### config.mk
export PLATFORM = sky130hd
export DESIGN_NAME = muldiv_unit_flat
export DESIGN_NICKNAME = d
export VERILOG_FILES = /design/src/rtl/muldiv_unit_if.sv /design/src/rtl/muldiv_unit.sv /design/src/flat_wrapper.sv
export SDC_FILE = /design/constraint.sdc
export NUM_CORES = 1
export LEC_CHECK = 0
export ABC_AREA = 0
export CORE_ASPECT_RATIO = 0.9
export CORE_UTILIZATION = 50
export CTS_CLUSTER_SIZE = 24
export DETAILED_ROUTE_END_ITERATION = 16
export PLACE_DENSITY_LB_ADDON = 0.1
export RECOVER_POWER = 100
export SYNTH_ARGS = -nofsm -noshare
export SYNTH_HDL_FRONTEND = slang
export SYNTH_SLANG_ARGS = --single-unit
### constraint.sdc
create_clock -name clk -period 6.5 [get_ports clk]
set_input_delay 0.975 -clock clk [delete_from_list [all_inputs] [get_ports clk]]
set_output_delay 0.975 -clock clk [all_outputs]
set_load 0.02 [all_outputs]
### src/rtl/muldiv_unit_if.sv
// Request/result bundle between the execute stage and the iterative multiply/divide unit.
// The core drives start/op/operands/cancel; the unit returns status and the HI/LO registers.
interface muldiv_unit_if #(parameter int WIDTH = 32);
   logic             start;
   logic [2:0]       op;
   logic [WIDTH-1:0] a;
   logic [WIDTH-1:0] b;
   logic             cancel;
   logic             busy;
   logic             done;
   logic             div_by_zero;
   logic [WIDTH-1:0] hi;
   logic [WIDTH-1:0] lo;

   modport master (output start, op, a, b, cancel,
                   input  busy, done, div_by_zero, hi, lo);
   modport slave  (input  start, op, a, b, cancel,
                   output busy, done, div_by_zero, hi, lo);
endinterface

### src/rtl/muldiv_unit.sv
// Iterative MULT/MULTU/DIV/DIVU plus MTHI/MTLO on HI/LO; one bit per cycle, WIDTH+1 cycles busy.
// No backpressure: start is taken only while idle, cancel aborts at once, MTHI/MTLO complete in one edge.
module muldiv_unit #(
   parameter int WIDTH = 32
) (
   input  logic         clk,
   input  logic         reset,
   muldiv_unit_if.slave bus
);
   localparam int CW = $clog2(WIDTH);
   localparam logic [CW-1:0] LAST = CW'(WIDTH - 1);

   typedef enum logic [1:0] {IDLE, CALC, FIX} state_t;

   state_t             state;
   logic [2*WIDTH-1:0] acc;
   logic [WIDTH-1:0]   opnd;
   logic [CW-1:0]      cnt;
   logic               op_div;
   logic               sa;
   logic               sb;
   logic               dz;
   logic               busy_q;
   logic               done_q;
   logic               dbz_q;
   logic [WIDTH-1:0]   hi_q;
   logic [WIDTH-1:0]   lo_q;

   logic               is_signed;
   logic               is_div;
   logic               reserved;
   logic [WIDTH-1:0]   a_mag;
   logic [WIDTH-1:0]   b_mag;
   logic [WIDTH:0]     mul_sum;
   logic [WIDTH:0]     div_trial;
   logic [2*WIDTH-1:0] mul_next;
   logic [2*WIDTH-1:0] div_next;
   logic [2*WIDTH-1:0] prod;
   logic [WIDTH-1:0]   quo;
   logic [WIDTH-1:0]   rem;

   assign is_signed = ~bus.op[0];
   assign is_div    = bus.op[1];
   assign reserved  = bus.op[2] & bus.op[1];
   assign a_mag     = (is_signed && bus.a[WIDTH-1]) ? -bus.a : bus.a;
   assign b_mag     = (is_signed && bus.b[WIDTH-1]) ? -bus.b : bus.b;

   // Multiply: multiplier sits in acc low half and is consumed LSB first.
   assign mul_sum  = {1'b0, acc[2*WIDTH-1:WIDTH]} + {1'b0, opnd};
   assign mul_next = acc[0] ? {mul_sum, acc[WIDTH-1:1]} : {1'b0, acc[2*WIDTH-1:1]};

   // Restoring divide: partial remainder in the high half, quotient bits shift in at bit 0.
   assign div_trial = acc[2*WIDTH-1:WIDTH-1] - {1'b0, opnd};
   assign div_next  = div_trial[WIDTH] ? {acc[2*WIDTH-2:0], 1'b0}
                                       : {div_trial[WIDTH-1:0], acc[WIDTH-2:0], 1'b1};

   assign prod = (sa ^ sb) ? -acc : acc;
   assign quo  = (sa ^ sb) ? -acc[WIDTH-1:0] : acc[WIDTH-1:0];
   assign rem  = sa ? -acc[2*WIDTH-1:WIDTH] : acc[2*WIDTH-1:WIDTH];

   always_ff @(posedge clk or posedge reset) begin
      if (reset) begin
         state  <= IDLE;
         acc    <= '0;
         opnd   <= '0;
         cnt    <= '0;
         op_div <= 1'b0;
         sa     <= 1'b0;
         sb     <= 1'b0;
         dz     <= 1'b0;
         busy_q <= 1'b0;
         done_q <= 1'b0;
         dbz_q  <= 1'b0;
         hi_q   <= '0;
         lo_q   <= '0;
      end else begin
         done_q <= 1'b0;
         dbz_q  <= 1'b0;
         if (bus.cancel) begin
            state  <= IDLE;
            busy_q <= 1'b0;
         end else begin
            case (state)
               IDLE: begin
                  if (bus.start && !reserved) begin
                     if (bus.op[2]) begin
                        if (bus.op[0]) lo_q <= bus.a;
                        else           hi_q <= bus.a;
                        done_q <= 1'b1;
                     end else begin
                        sa     <= is_signed & bus.a[WIDTH-1];
                        sb     <= is_signed & bus.b[WIDTH-1];
                        op_div <= is_div;
                        opnd   <= is_div ? b_mag : a_mag;
                        acc    <= {{WIDTH{1'b0}}, (is_div ? a_mag : b_mag)};
                        cnt    <= '0;
                        dz     <= is_div && (bus.b == '0);
                        busy_q <= 1'b1;
                        state  <= (is_div && (bus.b == '0)) ? FIX : CALC;
                     end
                  end
               end
               CALC: begin
                  acc <= op_div ? div_next : mul_next;
                  cnt <= cnt + 1'b1;
                  if (cnt == LAST) state <= FIX;
               end
               FIX: begin
                  state  <= IDLE;
                  busy_q <= 1'b0;
                  done_q <= 1'b1;
                  if (dz) begin
                     dbz_q <= 1'b1;
                  end else if (op_div) begin
                     lo_q <= quo;
                     hi_q <= rem;
                  end else begin
                     hi_q <= prod[2*WIDTH-1:WIDTH];
                     lo_q <= prod[WIDTH-1:0];
                  end
               end
               default: begin
                  state  <= IDLE;
                  busy_q <= 1'b0;
               end
            endcase
         end
      end
   end

   assign bus.busy        = busy_q;
   assign bus.done        = done_q;
   assign bus.div_by_zero = dbz_q;
   assign bus.hi          = hi_q;
   assign bus.lo          = lo_q;
endmodule

### src/flat_wrapper.sv
// flat-port wrapper written by rule: the top's interface ports become plain ports
module muldiv_unit_flat 
#(
   parameter int WIDTH = 32
)
  (clk, reset, bus_start, bus_op, bus_a, bus_b, bus_cancel, bus_busy, bus_done, bus_div_by_zero, bus_hi, bus_lo);
  muldiv_unit_if #(.WIDTH(WIDTH)) bus_i ();
  input  logic clk;
  input  logic reset;
  input wire logic [$bits(bus_i.start)-1:0] bus_start;
  input wire logic [$bits(bus_i.op)-1:0] bus_op;
  input wire logic [$bits(bus_i.a)-1:0] bus_a;
  input wire logic [$bits(bus_i.b)-1:0] bus_b;
  input wire logic [$bits(bus_i.cancel)-1:0] bus_cancel;
  output wire logic [$bits(bus_i.busy)-1:0] bus_busy;
  output wire logic [$bits(bus_i.done)-1:0] bus_done;
  output wire logic [$bits(bus_i.div_by_zero)-1:0] bus_div_by_zero;
  output wire logic [$bits(bus_i.hi)-1:0] bus_hi;
  output wire logic [$bits(bus_i.lo)-1:0] bus_lo;
  assign bus_i.start = bus_start;
  assign bus_i.op = bus_op;
  assign bus_i.a = bus_a;
  assign bus_i.b = bus_b;
  assign bus_i.cancel = bus_cancel;
  assign bus_busy = bus_i.busy;
  assign bus_done = bus_i.done;
  assign bus_div_by_zero = bus_i.div_by_zero;
  assign bus_hi = bus_i.hi;
  assign bus_lo = bus_i.lo;
  muldiv_unit #(.WIDTH(WIDTH)) u_core (.clk(clk), .reset(reset), .bus(bus_i));
endmodule
== Word level (Yosys, flattened, before mapping) ==
Index checks and enable logic that the tools add are counted.

* Flip-flop bits (word level): 174
* Input port bits: 71

* Add/sub/neg operators: 8
* Reductions and logical operators: 15
* Bitwise operators: 7
* Mux-type cells: 45
* Equal/unequal tests: 13

{| class="wikitable"
|+ Operators by type and width
! cell !! count
|-
| 32-bit 2-to-1 mux || 16
|-
| 64-bit 2-to-1 mux || 6
|-
| 32-bit negator || 4
|-
| 32-bit one-hot mux with 2 select lines || 2
|-
| 64-bit one-hot mux with 2 select lines || 1
|-
| 64-bit negator || 1
|-
| 32-bit by 32-bit adder with 33-bit output || 1
|-
| 33-bit by 32-bit subtractor with 33-bit output || 1
|-
| 32-bit zero test || 1
|-
| 2-bit != test (second input constant) || 6
|-
| 6-bit AND reduction || 2
|-
| 2-bit 2-to-1 mux || 5
|-
| 5-bit 2-to-1 mux || 2
|-
| 5-bit one-hot mux with 2 select lines || 1
|-
| 1-bit 2-to-1 mux || 9
|-
| 4-bit AND reduction || 2
|-
| 3-bit by 2-bit != test with 1-bit output (second input constant) || 2
|-
| 3-bit AND reduction || 2
|-
| 5-bit by 1-bit adder with 5-bit output (second input constant) || 1
|-
| 5-bit == test (second input constant) || 1
|-
| 1-bit logical AND || 4
|-
| 1-bit one-hot mux with 2 select lines || 2
|-
| 2-bit one-hot mux with 2 select lines || 1
|-
| 2-bit nonzero test || 2
|-
| 9 further kinds || 13
|}

== Longest topological paths before layout ==
Gate-level depths: netlist (run 1).

* Depth in word-level cells: 7
* Depth in mapped cells: 15
* Depth with buffers taken out: 12

== Least setup slack after synthesis (run 1) ==
OpenSTA, ideal clock, no wires.

* Path kind: flip-flop to flip-flop
* Start: register u_core.acc[31]
* End: register u_core.acc[62]
* Stages on the path, launching flop included: 15
* Period minus slack after synthesis: 3,414 ps
* Path buffers: 3
* Slack: 3,086 ps
* Required time: 6,369 ps
* Data arrival time: 3,282 ps
* Setup time: 131 ps
* Path through: dfrtp_1 -> inv_1 -> ha_1 -> fa_1 -> nand2b_1 -> a21oi_1 -> o21ai_0 -> a211oi_1 -> nor4bb_1 -> or4b_1 -> clkbuf_1 -> buf_2 -> buf_2 -> o311ai_0 -> o21ai_0

* Longest elaborated chain between the ends: 4

{| class="wikitable"
|+ Ends and longest elaborated chain
! item !! line !! RTL
|-
| from (decl) || muldiv_unit.sv:16 || <nowiki>logic [2*WIDTH-1:0] acc;</nowiki>
|-
| from (signal assigned) || muldiv_unit.sv:95 || <nowiki>acc <= {{WIDTH{1'b0}}, (is_div ? a_mag : b_mag)};</nowiki>
|-
| from (signal assigned) || muldiv_unit.sv:104 || <nowiki>acc <= op_div ? div_next : mul_next;</nowiki>
|-
| 33-bit by 32-bit subtractor with 33-bit output || muldiv_unit.sv:53 || <nowiki>assign div_trial = acc[2*WIDTH-1:WIDTH-1] - {1'b0, opnd};</nowiki>
|-
| 64-bit 2-to-1 mux || muldiv_unit.sv:54 || <nowiki>assign div_next = div_trial[WIDTH] ? {acc[2*WIDTH-2:0], 1'b0}</nowiki>
|-
| 64-bit 2-to-1 mux || muldiv_unit.sv:104 ||
|-
| 64-bit one-hot mux with 2 select lines || muldiv_unit.sv:83 || <nowiki>case (state)</nowiki>
|}

No other way between the ends.
A chain may end at the register's enable or synchronous reset.

== Final worst setup path (run 1) ==
* Start: input bus_op[2]
* End: register u_core.acc[63]

* Longest elaborated chain between the ends: 5
* Elaborated cells on any way between the ends: 6
* Those cells by class: eq/ne (2); bitwise (1); reduce/logical (3)

{| class="wikitable"
|+ Ends and longest elaborated chain
! item !! line !! RTL
|-
| from (decl) || flat_wrapper.sv:11 || <nowiki>input wire logic [$bits(bus_i.op)-1:0] bus_op;</nowiki>
|-
| 1-bit AND || muldiv_unit.sv:44 || <nowiki>assign reserved = bus.op[2] & bus.op[1];</nowiki>
|-
| 1-bit zero test || muldiv_unit.sv:85 || <nowiki>if (bus.start && !reserved) begin</nowiki>
|-
| 1-bit logical AND || muldiv_unit.sv:85 ||
|-
| 2-bit by 1-bit != test with 1-bit output (no line) || -- ||
|-
| 4-bit AND reduction (no line) * || -- ||
|}

Mark *: on every way between the ends. The rest lies on a longest branch, timed or not.

==> implementation parameters, run 1 <==
Parameter                              Value

Finish
  Post-route cell area ... 0.0176 mm2
  Commonest non-fill, non-tap cell in the layout ... sky130_fd_sc_hd__nor2_1
  Area Growth Syn to Fin ... 13.2%
  Fin util ... 58.3%
  Final-stage net count ... 2199
  Most used cells in the layout excluding fill and tap cells ... 226 x sky130_fd_sc_hd__nor2_1, 212 x sky130_fd_sc_hd__a21oi_1, 202 x sky130_fd_sc_hd__nand2_1, 173 x sky130_fd_sc_hd__dfrtp_1, 160 x sky130_fd_sc_hd__o21ai_0
  Fill cell total of the finished layout ... 2813
  Layout cells sized above 1 ... 4.30%

Pwr
  Leakage power ... 7.73 nW
  Total power ... 0.00879 W
  Peak VDD IR ... 259 uV
  Areal power density over the cells ... 499 mW/mm2

Setup path
  Critical Path AT ... 5540 ps
  Startpoint of the worst-slack reg-to-reg timing path ... u_core.acc[0]
  Crit path kind ... primary input to register
  Ordered cell list for the critical path ... dlygate4sd3_1 -> nor2b_1 -> o21ai_0 -> clkbuf_1 -> nand2_1 -> o2111ai_1 -> a21boi_0
  Largest incremental delay on the critical path ... 1720 ps
  Cell family contributing the most delay on the critical path ... buffers and inverters
  Max Fanout on Critical Path ... 32
  Capturing element type of the critical path ... register
  Critical path buffers and inverters ... 2
  Required @ worst endpoint ... 6880 ps
  Crit path from ... bus_op[2]
  CP max-delay cell ... sky130_fd_sc_hd__o21ai_0
  Critical Path Source Type ... primary input

Timing
  Unrepaired setup endpoints after global routing ... no
  Worst relative slew slack ... -140%
  Hold_ws ... 473 ps
  Setup violation total in the final timing report ... 0
  Count of final hold-check violations ... 0
  Slew @ Worst Pin ... 3570 ps
  Worst clock skew ... 17.6 ps
  Final-layout setup total negative slack ... 0 ps
  Fmax ... 194 MHz
  Max Transition Viols Final ... 289
  Final min period ... 5160 ps
  Final period util ... 79.4%

Logic synthesis
  Cell area after synthesis ... 0.0156 mm2
  Register bit count reported by yosys ... 174
  Fraction of synthesized cell area taken by the top area cell type ... 28.0%
  Post-synth EDFFs ... 0
  Syn. warnings ... 0
  Most used DFF post-synth ... sky130_fd_sc_hd__dfrtp_1
  Mean instance size in the synthesized netlist ... 7.77 um2
  Cells after Synth ... 2003
  Async set-reset flop share out of synthesis ... 100%
  Leading post-synthesis cells by cell area ... sky130_fd_sc_hd__dfrtp_1 28%, sky130_fd_sc_hd__a21oi_1 6.6%, sky130_fd_sc_hd__ha_1 5.6%
  Post-synthesis sequential area ratio ... 28.0%
  Cell taking the most area after synthesis ... sky130_fd_sc_hd__dfrtp_1
  Number of nets in the synthesized netlist ... 2146
  Cell variety after synth ... 86

Die
  Width of the die ... 188 um
  Die extent in y ... 169 um
  Die outline area ... 0.0319 mm2
  Core area ... 0.0303 mm2
  Number of core rows ... 60
  I/O pins ... 138
  Effective utilization at floorplan ... 51.5%

GRT
  Total routing usage reported by global routing ... 37.5%
  Number of global-route vias before repair ... 14500
  Maximum number of pins on one net before global-route repair ... 71
  Overflow left after global routing ... 0
  Antenna violations before repair ... 1
  First-pass GRT wire length ... 90.4 mm

Routing
  Post-detailed-route via-to-cell ratio ... 6.40
  Detailed Routing Iterations Pass 1 ... 7
  Post-DRT Antenna Nets ... 0
  DRC violation count after routing ... 0
  Number of violations reported at the end of detailed-routing iteration 0 ... 1752
  Total wire length after detailed routing ... 59.3 mm
  Number of vias in the routed layout ... 15800
  Routed len/inst ... 24.0 um

Placed design
  Placed Area ... 0.0171 mm2
  HPWL reported at the end of detailed placement ... 46.0 mm
  Number of input and output port buffers inserted ... 137
  Final estimated routing congestion in global placement ... 0.999

Min path
  Worst hold start ... u_core.bus.hi[13]
  Worst min-delay path class ... register to register

Clock network
  Clock Tree Root ... sky130_fd_sc_hd__clkbuf_16
  TritonCTS Sinks ... 174
  Clock latency of the later-clocked register in the worst-skew pair ... 460 ps
  CTS Buf Count ... 17
  Setup bufs post-CTS ... 0
  Number of gates given a new drive strength after cts ... 0
  CTS tree ... yes
  CTS H-tree lvls ... 4
  Clock buffer depth ... 2
  Post-cts hold buffer count ... 0
  Clock transition at path regs ... 80 ps

Status
  Violations in the final reports ... capacitance limit, slew limit
  Status ... finished with violations

Job
  Max Cap Viol ... 7
==> routing by layer <==
metal	part of all wire [%]	global-route usage, %
met2	41	53.8
met3	10	8.71
met1	46	55.8
met5	0	0
met4	2.4	9.61
==> state kept, by name (all words and copies together) (netlist names), 2 cells and up <==
name and flops:
u_core.acc 64, u_core.bus.hi 32, u_core.bus.lo 32, u_core.cnt 5
u_core.opnd 32, u_core.state 2
==> worst reg2reg max path, stage by stage (launching register included) <==
cell and delay (ps):
sky130_fd_sc_hd__dfrtp_1 370, sky130_fd_sc_hd__buf_4 310, sky130_fd_sc_hd__or4_1 630, sky130_fd_sc_hd__nor4_1 920, sky130_fd_sc_hd__nand4b_1 560, sky130_fd_sc_hd__nor4_1 860, sky130_fd_sc_hd__a221oi_1 180, sky130_fd_sc_hd__a211oi_1 360
sky130_fd_sc_hd__o221ai_1 330, sky130_fd_sc_hd__o21a_1 210
==> path summary, 6_finish.rpt <==
path	slack, ps	cells after the start	to
hold / removal	470	2	u_core.bus.hi[13]
min in group asynchronous	2000	2	u_core.bus.lo[14]
setup reg to reg	1660	9	u_core.bus.hi[1]
setup / recovery	1340	7	u_core.acc[63]
max in group asynchronous	1770	3	u_core.acc[30]
hold reg to reg	470	2	u_core.bus.hi[13]
==> kinds of logic (layout without fill, tap and decap cells) <==
| logic type | after synthesis | in the layout | share of synthesized area [%] |
|---|---|---|---|
| buffers and inverters | 187 | 252 | 4.68 |
| multiplexers | 85 | 85 | 5.59 |
| XOR/XNOR | 169 | 169 | 9.51 |
| flip-flops | 174 | 174 | 28.0 |
| AND/OR/NAND/NOR | 669 | 669 | 20.3 |
| AO/OA/AOI/OAI | 647 | 647 | 26.1 |
| adder cells (fa/ha/maj) | 72 | 72 | 5.88 |
| other | 0 | 1 | 0 |
==> synth_stat cells (25+ instances only) <==
| library cell | n |
|---|---|
| sky130_fd_sc_hd__dfrtp_1 | 174 |
| sky130_fd_sc_hd__xnor2_1 | 84 |
| sky130_fd_sc_hd__a21oi_1 | 206 |
| sky130_fd_sc_hd__nor3_1 | 54 |
| sky130_fd_sc_hd__nor2_1 | 226 |
| sky130_fd_sc_hd__xor2_1 | 85 |
| sky130_fd_sc_hd__inv_1 | 60 |
| sky130_fd_sc_hd__mux2i_1 | 69 |
| sky130_fd_sc_hd__a21o_1 | 33 |
| sky130_fd_sc_hd__clkbuf_1 | 106 |
| sky130_fd_sc_hd__or3_1 | 25 |
| sky130_fd_sc_hd__o31ai_1 | 37 |
| sky130_fd_sc_hd__ha_1 | 70 |
| sky130_fd_sc_hd__o21ai_0 | 152 |
| sky130_fd_sc_hd__nand2_1 | 202 |
==> per-stage QoR <==
step / cells / setup WS, ps
finish: 2472 / 1340
detailed placement: 2440 / 2120
CTS: 2471 / 2230
global route: 2471 / 1120
global placement: 2440 / 2180
floorplan: 2003 / 808
==> final cells by class <==
type                    count  area, um2  area share, %
well taps                 403        504           2.86
clock inverters            13        125          0.710
diodes                      1       2.50         0.0142
clock buffers              18        429           2.43
flip-flops and latches    174       4360           24.7
multi-input cells        1642      10500           59.4
repair buffers            159       1520           8.59
inverters                  62        234           1.33
==> power by group <==
group          switching (W)  leakage [nW]  internal (W)
clock network       0.000518         0.268      0.000506
registers           0.000738          2.18       0.00147
logic                0.00333          5.28       0.00223
total                0.00458          7.73       0.00421
Power figures use the tool's default switching activity.
==> inputs of run 2 (changes only) <==
clock period = 5 ns   (was 6.5 ns; I/O delays follow)
==> run 2 against run 1 <==
The run still ends with capacitance limit, slew limit left. Global-route usage grew 0.078 points. Critical endpoint is now u_core.bus.lo[31]. Critical path type is now register to register. Largest power group unchanged. Count of clock-buffer cells in the layout is 1 lower. Register-to-register slack got worse by 1100 ps. Largest cell class unchanged. Clock skew down 6.5 ps.
==> implementation parameters, run 2 (same netlist as run 1, synthesis figures left out) <==
Parameter                              Value

Status
  Status ... finished with violations
  Violations in the final reports ... capacitance limit, slew limit

GRT
  Antenna violations before repair ... 0
  Overflow left after global routing ... 0
  Number of global-route vias before repair ... 14400
  Maximum number of pins on one net before global-route repair ... 130
  First-pass GRT wire length ... 90.1 mm
  Total routing usage reported by global routing ... 37.5%

Clock network
  Number of gates given a new drive strength after cts ... 0
  TritonCTS Sinks ... 174
  CTS H-tree lvls ... 4
  Clock buffer depth ... 2
  CTS Buf Count ... 17
  Clock Tree Root ... sky130_fd_sc_hd__clkbuf_16
  CTS tree ... yes
  Post-cts hold buffer count ... 0
  Clock transition at path regs ... 80 ps
  Setup bufs post-CTS ... 0
  Clock latency of the later-clocked register in the worst-skew pair ... 450 ps

Setup path
  Critical Path AT ... 4640 ps
  CP max-delay cell ... sky130_fd_sc_hd__nor4_1
  Critical Path Source Type ... register
  Cell family contributing the most delay on the critical path ... simple AND/OR/NAND/NOR gates
  Largest incremental delay on the critical path ... 990 ps
  Critical path buffers and inverters ... 0
  Ordered cell list for the critical path ... or4_1 -> nor4_1 -> nand4b_1 -> or3_1 -> o41ai_1 -> xnor2_1 -> mux2i_1 -> o21ai_0
  Max Fanout on Critical Path ... 7
  Crit path kind ... register to register
  Capturing element type of the critical path ... register
  Required @ worst endpoint ... 5250 ps

Routing
  Routed len/inst ... 23.8 um
  Number of violations reported at the end of detailed-routing iteration 0 ... 1803
  Met3 wire len ... 5.51 mm
  Highest Signal Layer ... met4
  Number of vias in the routed layout ... 16000
  Total wire length after detailed routing ... 59.4 mm
  Post-DRT Antenna Nets ... 0
  Detailed Routing Iterations Pass 1 ... 6
  Routed wire length on met2 ... 24.6 mm
  Wire length on met1 ... 27.7 mm
  DRC violation count after routing ... 0
  Post-detailed-route via-to-cell ratio ... 6.44

Finish
  Fin util ... 58.9%
  Commonest non-fill, non-tap cell in the layout ... sky130_fd_sc_hd__nor2_1
  Area Growth Syn to Fin ... 14.5%
  Final-stage net count ... 2219
  Most used cells in the layout excluding fill and tap cells ... 226 x sky130_fd_sc_hd__nor2_1, 211 x sky130_fd_sc_hd__a21oi_1, 202 x sky130_fd_sc_hd__nand2_1, 173 x sky130_fd_sc_hd__dfrtp_1, 162 x sky130_fd_sc_hd__o21ai_0
  Layout cells sized above 1 ... 5.12%
  Largest register by flop count ... u_core.acc
  Max FFs per register ... 64
  Post-Layout Cell Count ... 2492

Min path
  Worst min-delay path class ... register to register

Pwr
  Areal power density over the cells ... 646 mW/mm2
  Peak VDD IR ... 385 uV
  Leakage power ... 7.83 nW

Timing
  Max Transition Viols Final ... 330
  Final period util ... 87.9%
  Setup violation total in the final timing report ... 0
  Worst clock skew ... 11.2 ps
  Worst relative slew slack ... -66.2%
  Final-layout setup total negative slack ... 0 ps
  Count of final hold-check violations ... 0
  Slew @ Worst Pin ... 2490 ps
  Final min period ... 4390 ps
  Fmax ... 228 MHz
  Unrepaired setup endpoints after global routing ... no

Die
  Effective utilization at floorplan ... 51.5%
  Die outline area ... 0.0319 mm2
  Width of the die ... 188 um
  I/O pins ... 138
  Die extent in y ... 169 um
  Number of core rows ... 60
  Core area ... 0.0303 mm2

Placed design
  Number of input and output port buffers inserted ... 137
  Total placed cells including tap cells ... 2460
  Final estimated routing congestion in global placement ... 0.972
  HPWL reported at the end of detailed placement ... 46.0 mm

Job
  Max Cap Viol ... 7
==> run 2: layout make-up <==
type	instances	area, um2
diodes	1	2.50
well taps	403	504
clock inverters	14	145
repair buffers	179	1680
fillers	2810	12400
inverters	62	234
multi-input cells	1642	10500
flip-flops and latches	174	4360
clock buffers	17	425
==> run 2: worst reg2reg max path: cells and delay by family (launching register included) <==
kind | cells | cell delay (ps)
AOI/OAI and AO/OA | 2 | 570
xor gates and xnor gates | 1 | 240
DFF | 1 | 460
muxes | 1 | 260
and+or+nand+nor | 4 | 2650
==> run 2: power by group <==
part / switching (W) / internal (W)
Sequential: 0.000864 / 0.00192
Clock: 0.000680 / 0.000663
Combinational: 0.00443 / 0.00296
Total: 0.00598 / 0.00554
==> run 2: worst paths after layout <==
kind	depth (start not counted)	endpoint	slack, ps	from
worst max-delay path	8	u_core.bus.lo[31]	610	u_core.acc[0]
worst min-delay path	2	u_core.bus.hi[22]	470	u_core.bus.hi[22]
worst max register to register	8	u_core.bus.lo[31]	610	u_core.acc[0]
worst min register to register	2	u_core.bus.hi[22]	470	u_core.bus.hi[22]
max in group asynchronous	3	u_core.acc[57]	1830	reset
min in group asynchronous	3	u_core.bus.lo[21]	960	reset
==> run 2: metal layers <==
metal	GRT usage [%]	vias up
li1	-	7376
met1	56.7	7739
met2	53.6	839
met3	6.58	94
met4	11.8	0
met5	0	-
==> run 2: stage by stage <==
step	power (W)	worst slack (ps)	cell area, um2	hold WS [ps]
floorplan	0.00776	1590	15600	455
global route	0.0123	386	17800	501
finish	0.0115	607	17800	475
detailed placement	0.0100	878	17300	469
CTS	0.0114	850	17900	486
global placement	0.00995	1010	17300	460
